File: src/rtl/crc8_frame_tx_if.sv
// Bundle for crc8_frame_tx: byte intake, generator bit feed/result and the framed TX stream.
// The master side is whatever drives bytes and answers as the CRC generator.
interface crc8_frame_tx_if;
    logic [7:0] byte_in;
    logic       byte_valid;
    logic       byte_last;
    logic       byte_ready;
    logic       gen_data;
    logic       gen_valid;
    logic       gen_last;
    logic [7:0] crc_in;
    logic       crc_done;
    logic       tx_bit;
    logic       tx_valid;
    logic       tx_last;
    logic       frame_done;
    logic       crc_err;

    modport master (
        output byte_in, byte_valid, byte_last, crc_in, crc_done,
        input  byte_ready, gen_data, gen_valid, gen_last,
        input  tx_bit, tx_valid, tx_last, frame_done, crc_err
    );

    modport slave (
        input  byte_in, byte_valid, byte_last, crc_in, crc_done,
        output byte_ready, gen_data, gen_valid, gen_last,
        output tx_bit, tx_valid, tx_last, frame_done, crc_err
    );
endinterface

File: src/rtl/crc8_frame_tx.sv
// Serialises message bytes MSB-first to a CRC-8 generator and a TX stream,
// then appends the generator's CRC to the TX stream to close the frame.
//
// state     | meaning
// WAIT_BYTE | idle or frame held open between bytes, byte_ready=1
// SHIFT     | driving one message bit per cycle to generator and TX
// WAIT_CRC  | message done, waiting on crc_done with a timeout
// CRC_OUT   | driving the latched CRC, MSB first, on TX only
module crc8_frame_tx #(
    parameter int CRC_TIMEOUT = 8,
    parameter int TIMER_W     = 4
) (
    input logic           clk,
    input logic           rst,
    crc8_frame_tx_if.slave bus
);
    typedef enum logic [1:0] {WAIT_BYTE, SHIFT, WAIT_CRC, CRC_OUT} state_t;

    localparam logic [TIMER_W-1:0] TMR_LOAD = TIMER_W'(CRC_TIMEOUT - 1);

    state_t             state_q, state_d;
    logic [7:0]         sh_q, sh_d;
    logic [2:0]         cnt_q, cnt_d;
    logic               last_q, last_d;
    logic [TIMER_W-1:0] tmr_q, tmr_d;
    logic               err_d;
    logic               accept;

    logic ready_q, gdata_q, gvalid_q, glast_q, tbit_q, tvalid_q, tlast_q, err_q;
    logic ready_d, gdata_d, gvalid_d, glast_d, tbit_d, tvalid_d, tlast_d;

    assign accept = bus.byte_valid && ready_q;

    always_comb begin
        state_d = state_q;
        sh_d    = sh_q;
        cnt_d   = cnt_q;
        last_d  = last_q;
        tmr_d   = tmr_q;
        err_d   = 1'b0;
        case (state_q)
            WAIT_BYTE: begin
                if (accept) begin
                    sh_d    = bus.byte_in;
                    last_d  = bus.byte_last;
                    cnt_d   = 3'd7;
                    state_d = SHIFT;
                end
            end
            SHIFT: begin
                if (cnt_q != 3'd0) begin
                    sh_d  = {sh_q[6:0], 1'b0};
                    cnt_d = cnt_q - 3'd1;
                end else if (last_q) begin
                    tmr_d   = TMR_LOAD;
                    state_d = WAIT_CRC;
                end else if (accept) begin
                    // next byte lands straight behind bit0, no bubble
                    sh_d    = bus.byte_in;
                    last_d  = bus.byte_last;
                    cnt_d   = 3'd7;
                end else begin
                    state_d = WAIT_BYTE;
                end
            end
            WAIT_CRC: begin
                if (bus.crc_done) begin
                    sh_d    = bus.crc_in;
                    cnt_d   = 3'd7;
                    state_d = CRC_OUT;
                end else if (tmr_q == '0) begin
                    err_d   = 1'b1;
                    state_d = WAIT_BYTE;
                end else begin
                    tmr_d = tmr_q - TIMER_W'(1);
                end
            end
            CRC_OUT: begin
                if (cnt_q != 3'd0) begin
                    sh_d  = {sh_q[6:0], 1'b0};
                    cnt_d = cnt_q - 3'd1;
                end else begin
                    state_d = WAIT_BYTE;
                end
            end
            default: state_d = WAIT_BYTE;
        endcase

        // outputs are decoded from next-state values so they register in step with the state
        ready_d  = (state_d == WAIT_BYTE) || (state_d == SHIFT && cnt_d == 3'd0 && !last_d);
        gvalid_d = (state_d == SHIFT);
        gdata_d  = gvalid_d && sh_d[7];
        glast_d  = gvalid_d && cnt_d == 3'd0 && last_d;
        tvalid_d = gvalid_d || (state_d == CRC_OUT);
        tbit_d   = tvalid_d && sh_d[7];
        tlast_d  = (state_d == CRC_OUT) && cnt_d == 3'd0;
    end

    always_ff @(posedge clk) begin
        if (!rst) begin
            state_q  <= WAIT_BYTE;
            sh_q     <= '0;
            cnt_q    <= '0;
            last_q   <= 1'b0;
            tmr_q    <= '0;
            ready_q  <= 1'b1;
            gdata_q  <= 1'b0;
            gvalid_q <= 1'b0;
            glast_q  <= 1'b0;
            tbit_q   <= 1'b0;
            tvalid_q <= 1'b0;
            tlast_q  <= 1'b0;
            err_q    <= 1'b0;
        end else begin
            state_q  <= state_d;
            sh_q     <= sh_d;
            cnt_q    <= cnt_d;
            last_q   <= last_d;
            tmr_q    <= tmr_d;
            ready_q  <= ready_d;
            gdata_q  <= gdata_d;
            gvalid_q <= gvalid_d;
            glast_q  <= glast_d;
            tbit_q   <= tbit_d;
            tvalid_q <= tvalid_d;
            tlast_q  <= tlast_d;
            err_q    <= err_d;
        end
    end

    assign bus.byte_ready = ready_q;
    assign bus.gen_data   = gdata_q;
    assign bus.gen_valid  = gvalid_q;
    assign bus.gen_last   = glast_q;
    assign bus.tx_bit     = tbit_q;
    assign bus.tx_valid   = tvalid_q;
    assign bus.tx_last    = tlast_q;
    assign bus.frame_done = tlast_q;
    assign bus.crc_err    = err_q;
endmodule

File: src/flat_wrapper.sv
// flat-port wrapper written by rule: the top's interface ports become plain ports
module crc8_frame_tx_flat 
#(
    parameter int CRC_TIMEOUT = 8,
    parameter int TIMER_W     = 4
)
  (clk, rst, bus_byte_in, bus_byte_valid, bus_byte_last, bus_crc_in, bus_crc_done, bus_byte_ready, bus_gen_data, bus_gen_valid, bus_gen_last, bus_tx_bit, bus_tx_valid, bus_tx_last, bus_frame_done, bus_crc_err);
  crc8_frame_tx_if bus_i ();
  input logic clk;
  input logic rst;
  input wire logic [$bits(bus_i.byte_in)-1:0] bus_byte_in;
  input wire logic [$bits(bus_i.byte_valid)-1:0] bus_byte_valid;
  input wire logic [$bits(bus_i.byte_last)-1:0] bus_byte_last;
  input wire logic [$bits(bus_i.crc_in)-1:0] bus_crc_in;
  input wire logic [$bits(bus_i.crc_done)-1:0] bus_crc_done;
  output wire logic [$bits(bus_i.byte_ready)-1:0] bus_byte_ready;
  output wire logic [$bits(bus_i.gen_data)-1:0] bus_gen_data;
  output wire logic [$bits(bus_i.gen_valid)-1:0] bus_gen_valid;
  output wire logic [$bits(bus_i.gen_last)-1:0] bus_gen_last;
  output wire logic [$bits(bus_i.tx_bit)-1:0] bus_tx_bit;
  output wire logic [$bits(bus_i.tx_valid)-1:0] bus_tx_valid;
  output wire logic [$bits(bus_i.tx_last)-1:0] bus_tx_last;
  output wire logic [$bits(bus_i.frame_done)-1:0] bus_frame_done;
  output wire logic [$bits(bus_i.crc_err)-1:0] bus_crc_err;
  assign bus_i.byte_in = bus_byte_in;
  assign bus_i.byte_valid = bus_byte_valid;
  assign bus_i.byte_last = bus_byte_last;
  assign bus_i.crc_in = bus_crc_in;
  assign bus_i.crc_done = bus_crc_done;
  assign bus_byte_ready = bus_i.byte_ready;
  assign bus_gen_data = bus_i.gen_data;
  assign bus_gen_valid = bus_i.gen_valid;
  assign bus_gen_last = bus_i.gen_last;
  assign bus_tx_bit = bus_i.tx_bit;
  assign bus_tx_valid = bus_i.tx_valid;
  assign bus_tx_last = bus_i.tx_last;
  assign bus_frame_done = bus_i.frame_done;
  assign bus_crc_err = bus_i.crc_err;
  crc8_frame_tx #(.CRC_TIMEOUT(CRC_TIMEOUT), .TIMER_W(TIMER_W)) u_core (.clk(clk), .rst(rst), .bus(bus_i));
endmodule
File: config.mk
export PLATFORM = sky130hd
export DESIGN_NAME = crc8_frame_tx_flat
export DESIGN_NICKNAME = d
export VERILOG_FILES = /design/src/rtl/crc8_frame_tx_if.sv /design/src/rtl/crc8_frame_tx.sv /design/src/flat_wrapper.sv
export SDC_FILE = /design/constraint.sdc
export NUM_CORES = 1
export LEC_CHECK = 0
export CORE_MARGIN = 10
export CORE_UTILIZATION = 51
export CTS_CLUSTER_SIZE = 16
export DETAILED_ROUTE_END_ITERATION = 8
export HOLD_SLACK_MARGIN = 0.15
export PLACE_DENSITY = 0.79
export SYNTH_ARGS = -nofsm -noshare
export SYNTH_HDL_FRONTEND = slang
export SYNTH_SLANG_ARGS = --single-unit
File: constraint.sdc
create_clock -name clk -period 2.62 [get_ports clk]
set_clock_uncertainty 0.2 [all_clocks]
set_input_delay 0.524 -clock clk [delete_from_list [all_inputs] [get_ports clk]]
set_output_delay 0.524 -clock clk [all_outputs]
set_load 0.01 [all_outputs]
==> out/qor.csv <==
stage,metric,value,unit
placed_design,dpl hpwl,3.11,mm
yosys,number of synthesized flops with an enable pin,0,
floorplanning,Starting Density,54.1,%
worst_setup_path,CP cell instances,inv_1 -> ha_1 -> nand2b_1 -> a221oi_1 -> nand2b_1 -> inv_2 -> nand2_2 -> nor2_1,
yosys,"Primary FF master, synth",dfxtp_1,
worst_setup_path,CP max stage cell,a221oi_1,
clocking,Num CTS Buffers,3,
clocking,CTS Hold Bufs,0,
hold_path,WHS Path Cells,1,
worst_setup_path,RR Startpoint,u_core.cnt_q[0]$_SDFF_PN0_,
cells_and_area,share of layout cells above drive strength 1,13.9,%
cells_and_area,# diodes,0,
clocking,CTS tree,done,
worst_setup_path,worst path required time,2.67,ns
cells_and_area,Register Area,520,um2
clocking,post-CTS setup buffers,0,
sta,Final Hold Viols,0,
worst_setup_path,R2R Path End,u_core.bus.gen_data$_SDFF_PN0_,
sta,Max Clk Rate,459,MHz
floorplanning,FP Rows,19,
routing,# DRC,0,
yosys,Area contributors post-synth,"dfxtp_1 34%, a21oi_1 5.3%, o21a_1 3.5%",
routing,routed via count,1416,
flow_run,maxcap violations,0,
worst_setup_path,crit path launch type,flip-flop,
sta,setup violators final,0,
worst_setup_path,R2R Setup Slk,0.44,ns
routing,ANT nets after route,0,
global_route,largest net degree at the start of global routing,16,
placed_design,# port buffers,29,
cells_and_area,area grow syn2layout,22.8,%
clocking,CTS Sinks,26,
worst_setup_path,CP Capture Type,flip-flop,
sta,Final Cycle Share,83.1,%
floorplanning,chip height,74.6,um
worst_setup_path,Crit path top cell by count,nand2b_1,
hold_path,HP Class,reg2reg,
floorplanning,num ports,30,
worst_setup_path,"slowest stage delay, CP",0.40,ns
yosys,leading area contributor after synthesis,dfxtp_1,
power_and_ir_drop,Pint,757,uW
placed_design,GPL Wtd Cong,0.906,
yosys,"flops & latches, synth",26,
routing,per-cell routed wire length,17.1,um
worst_setup_path,critical path arrival,2.22,ns
yosys,synthesized area,0.00152,mm2
sta,WHS,0.288,ns
floorplanning,Die Width,74.6,um
sta,sum of negative setup slack,0,ns
power_and_ir_drop,PD cells,600,mW/mm2
yosys,Avg Inst Size Synth,8.78,um2
routing,1st-pass router iterations,4,
yosys,top-area cell type share of the netlist area,34.3,%
hold_path,hold_sp,u_core.sh_q[1]$_SDFFE_PN0P_,
yosys,"Distinct cells, synth",51,
yosys,most frequent cell after synthesis,dfxtp_1,
clocking,# resized after CTS,0,
sta,fin crit period,2.18,ns
clocking,Root Buffer,clkbuf_4,
clocking,Clock Path Buffers,2,
sta,worst-margin pin slew,0.481,ns
global_route,GRT Util Overall,15.1,%
global_route,gr ovfl total,0,
clocking,register clock-pin slew on the reported worst setup and hold paths,0.16,ns
yosys,Syn Inst Count,173,
yosys,Syn. warnings,0,
run_status,status,"finished, final reports clean",
worst_setup_path,Critical Path Fanout Max,9,
worst_setup_path,worst r2r path cells,8,
yosys,"top cells by count, synth","26 x dfxtp_1, 16 x a21oi_1, 13 x nor2_1, 12 x nand2_1, 8 x o21ai_1",
power_and_ir_drop,switching pwr,362,uW
cells_and_area,fill count,235,
clocking,Skew-Pair Late Insertion Delay,0.34,ns
power_and_ir_drop,P_leak,0.700,nW
routing,DRT iter0 DRCs,113,
worst_setup_path,Critical path origin,u_core.cnt_q[0]$_SDFF_PN0_,
power_and_ir_drop,VDD IR max,0.395,mV
global_route,number of global-route vias before repair,1426,
hold_path,hold endpoint,u_core.sh_q[1]$_SDFFE_PN0P_,
power_and_ir_drop,Flop pwr share,42.7,%
yosys,register area share after synthesis,34.3,%
worst_setup_path,Crit Path Category,reg2reg,
power_and_ir_drop,Gate power share,31.5,%
sta,RSZ-0062 raised after global routing,no,
clocking,H-tree depth,1,
sta,Final Slew Violations,0,
cells_and_area,Nets,227,
sta,Slew headroom,67.9,%
global_route,initial antenna violation count,0,
yosys,post-synth net total,197,
power_and_ir_drop,clock share of power,25.8,%
global_route,first-pass GRT wire length,6.64,mm
cells_and_area,footprint of the multi-input gates,881,um2
yosys,async set-or-reset flop fraction in the synthesized netlist,0,%
routing,drt via density,6.08,
floorplanning,DIE AREA,0.00556,mm2
routing,WL final,3.99,mm
power_and_ir_drop,Net Sw Frac,32.3,%
floorplanning,Core Footprint,0.00281,mm2
## layer usage
metal	GRT usage (%)	wire [um]	share of wire, %	vias to the layer above
met5	0	0	0	-
met4	4.62	59	1.5	0
met3	4.79	378	9.5	8
met2	25.4	1970	49	57
met1	17.8	1580	40	664
li1	-	-	-	687
## through the flow
step           worst slack (ns)  area, um2  cells  power, mW  util, %
2_1_floorplan             0.767       1520    173      0.729        -
3_3_place_gp              0.176       1810    229      0.820     64.6
3_5_place_dp              0.164       1810    229      0.835     64.6
4_1_cts                   0.436       1870    233       1.12     66.5
5_1_grt                   0.217       1870    233       1.18     66.5
6_report                  0.443       1870    233       1.12     66.5
## layout make-up
class,count,share of cell area (%)
tap,31,2.08
multi-input combinational,127,47.2
sequential,26,27.9
inverter,10,2.01
clock inverter,1,1.61
clock buffer,3,1.21
timing repair buffer,35,18.0
## placed cells by master (no fill, tap or decap), types with 2 or more instances in the layout
| master | Yosys | layout |
|---|---|---|
| nor3_2 | 5 | 5 |
| o22ai_1 | 2 | 2 |
| a22oi_1 | 6 | 6 |
| o311ai_0 | 2 | 2 |
| inv_2 | 2 | 2 |
| nor2_1 | 13 | 13 |
| o21ai_1 | 8 | 8 |
| a31oi_1 | 7 | 7 |
| clkdlybuf4s50_1 | 0 | 29 |
| buf_4 | 4 | 6 |
| xor2_1 | 2 | 2 |
| or3b_4 | 2 | 2 |
| dfxtp_1 | 26 | 26 |
| nor3_1 | 4 | 4 |
| ha_1 | 3 | 3 |
| a21oi_1 | 16 | 16 |
| o21a_1 | 7 | 7 |
| nand2b_1 | 4 | 4 |
| nand2_1 | 12 | 12 |
| clkbuf_4 | 0 | 3 |
| and3b_1 | 3 | 3 |
| nand3b_1 | 3 | 3 |
| inv_1 | 7 | 7 |
| o21ai_0 | 4 | 4 |
## worst max-delay path by stage
stage | endpoint | slack, ns
floorplan | u_core.bus.gen_last$_SDFF_PN0_ | 0.77
global placement | u_core.bus.gen_data$_SDFF_PN0_ | 0.18
detailed placement | u_core.bus.gen_last$_SDFF_PN0_ | 0.16
CTS | u_core.bus.gen_data$_SDFF_PN0_ | 0.44
global route | u_core.bus.gen_data$_SDFF_PN0_ | 0.22
finish | u_core.bus.gen_data$_SDFF_PN0_ | 0.44
## power groups by stage
stage	logic [mW]	clock network [mW]	registers, mW
floorplan	0.253	0	0.476
global placement	0.337	0	0.484
detailed placement	0.349	0	0.486
CTS	0.353	0.287	0.477
global route	0.391	0.303	0.485
finish	0.352	0.289	0.478
## critical path, delay by kind of cell (launching register included)
family,cells,cell delay (ns)
compound gates,1,0.40
fa+ha+maj,1,0.27
buf+inv,2,0.19
flops,1,0.33
simple gates,4,0.69
## flip-flops by register name, indices dropped and copies added, names as in the netlist
| name | cells |
|---|---|
| u_core.sh_q | 8 |
| u_core.tmr_q | 4 |
| u_core.cnt_q | 3 |
| u_core.state_q | 2 |
| u_core.bus.byte_ready | 1 |
| u_core.bus.crc_err | 1 |
| u_core.bus.frame_done | 1 |
| u_core.bus.gen_data | 1 |
| u_core.bus.gen_last | 1 |
| u_core.bus.gen_valid | 1 |
| u_core.bus.tx_bit | 1 |
| u_core.bus.tx_valid | 1 |
| u_core.last_q | 1 |
## logic make-up after synthesis
family          count (synthesis)  synth area share [%]
fa+ha+maj                       3                  2.47
xor+xnor                        2                  1.15
mux                             3                  2.14
flops                          26                  34.3
simple gates                   55                  22.1
compound gates                 64                  30.2
buf+inv                        20                  7.74
Note: power is estimated with default switching activity, not from simulation.
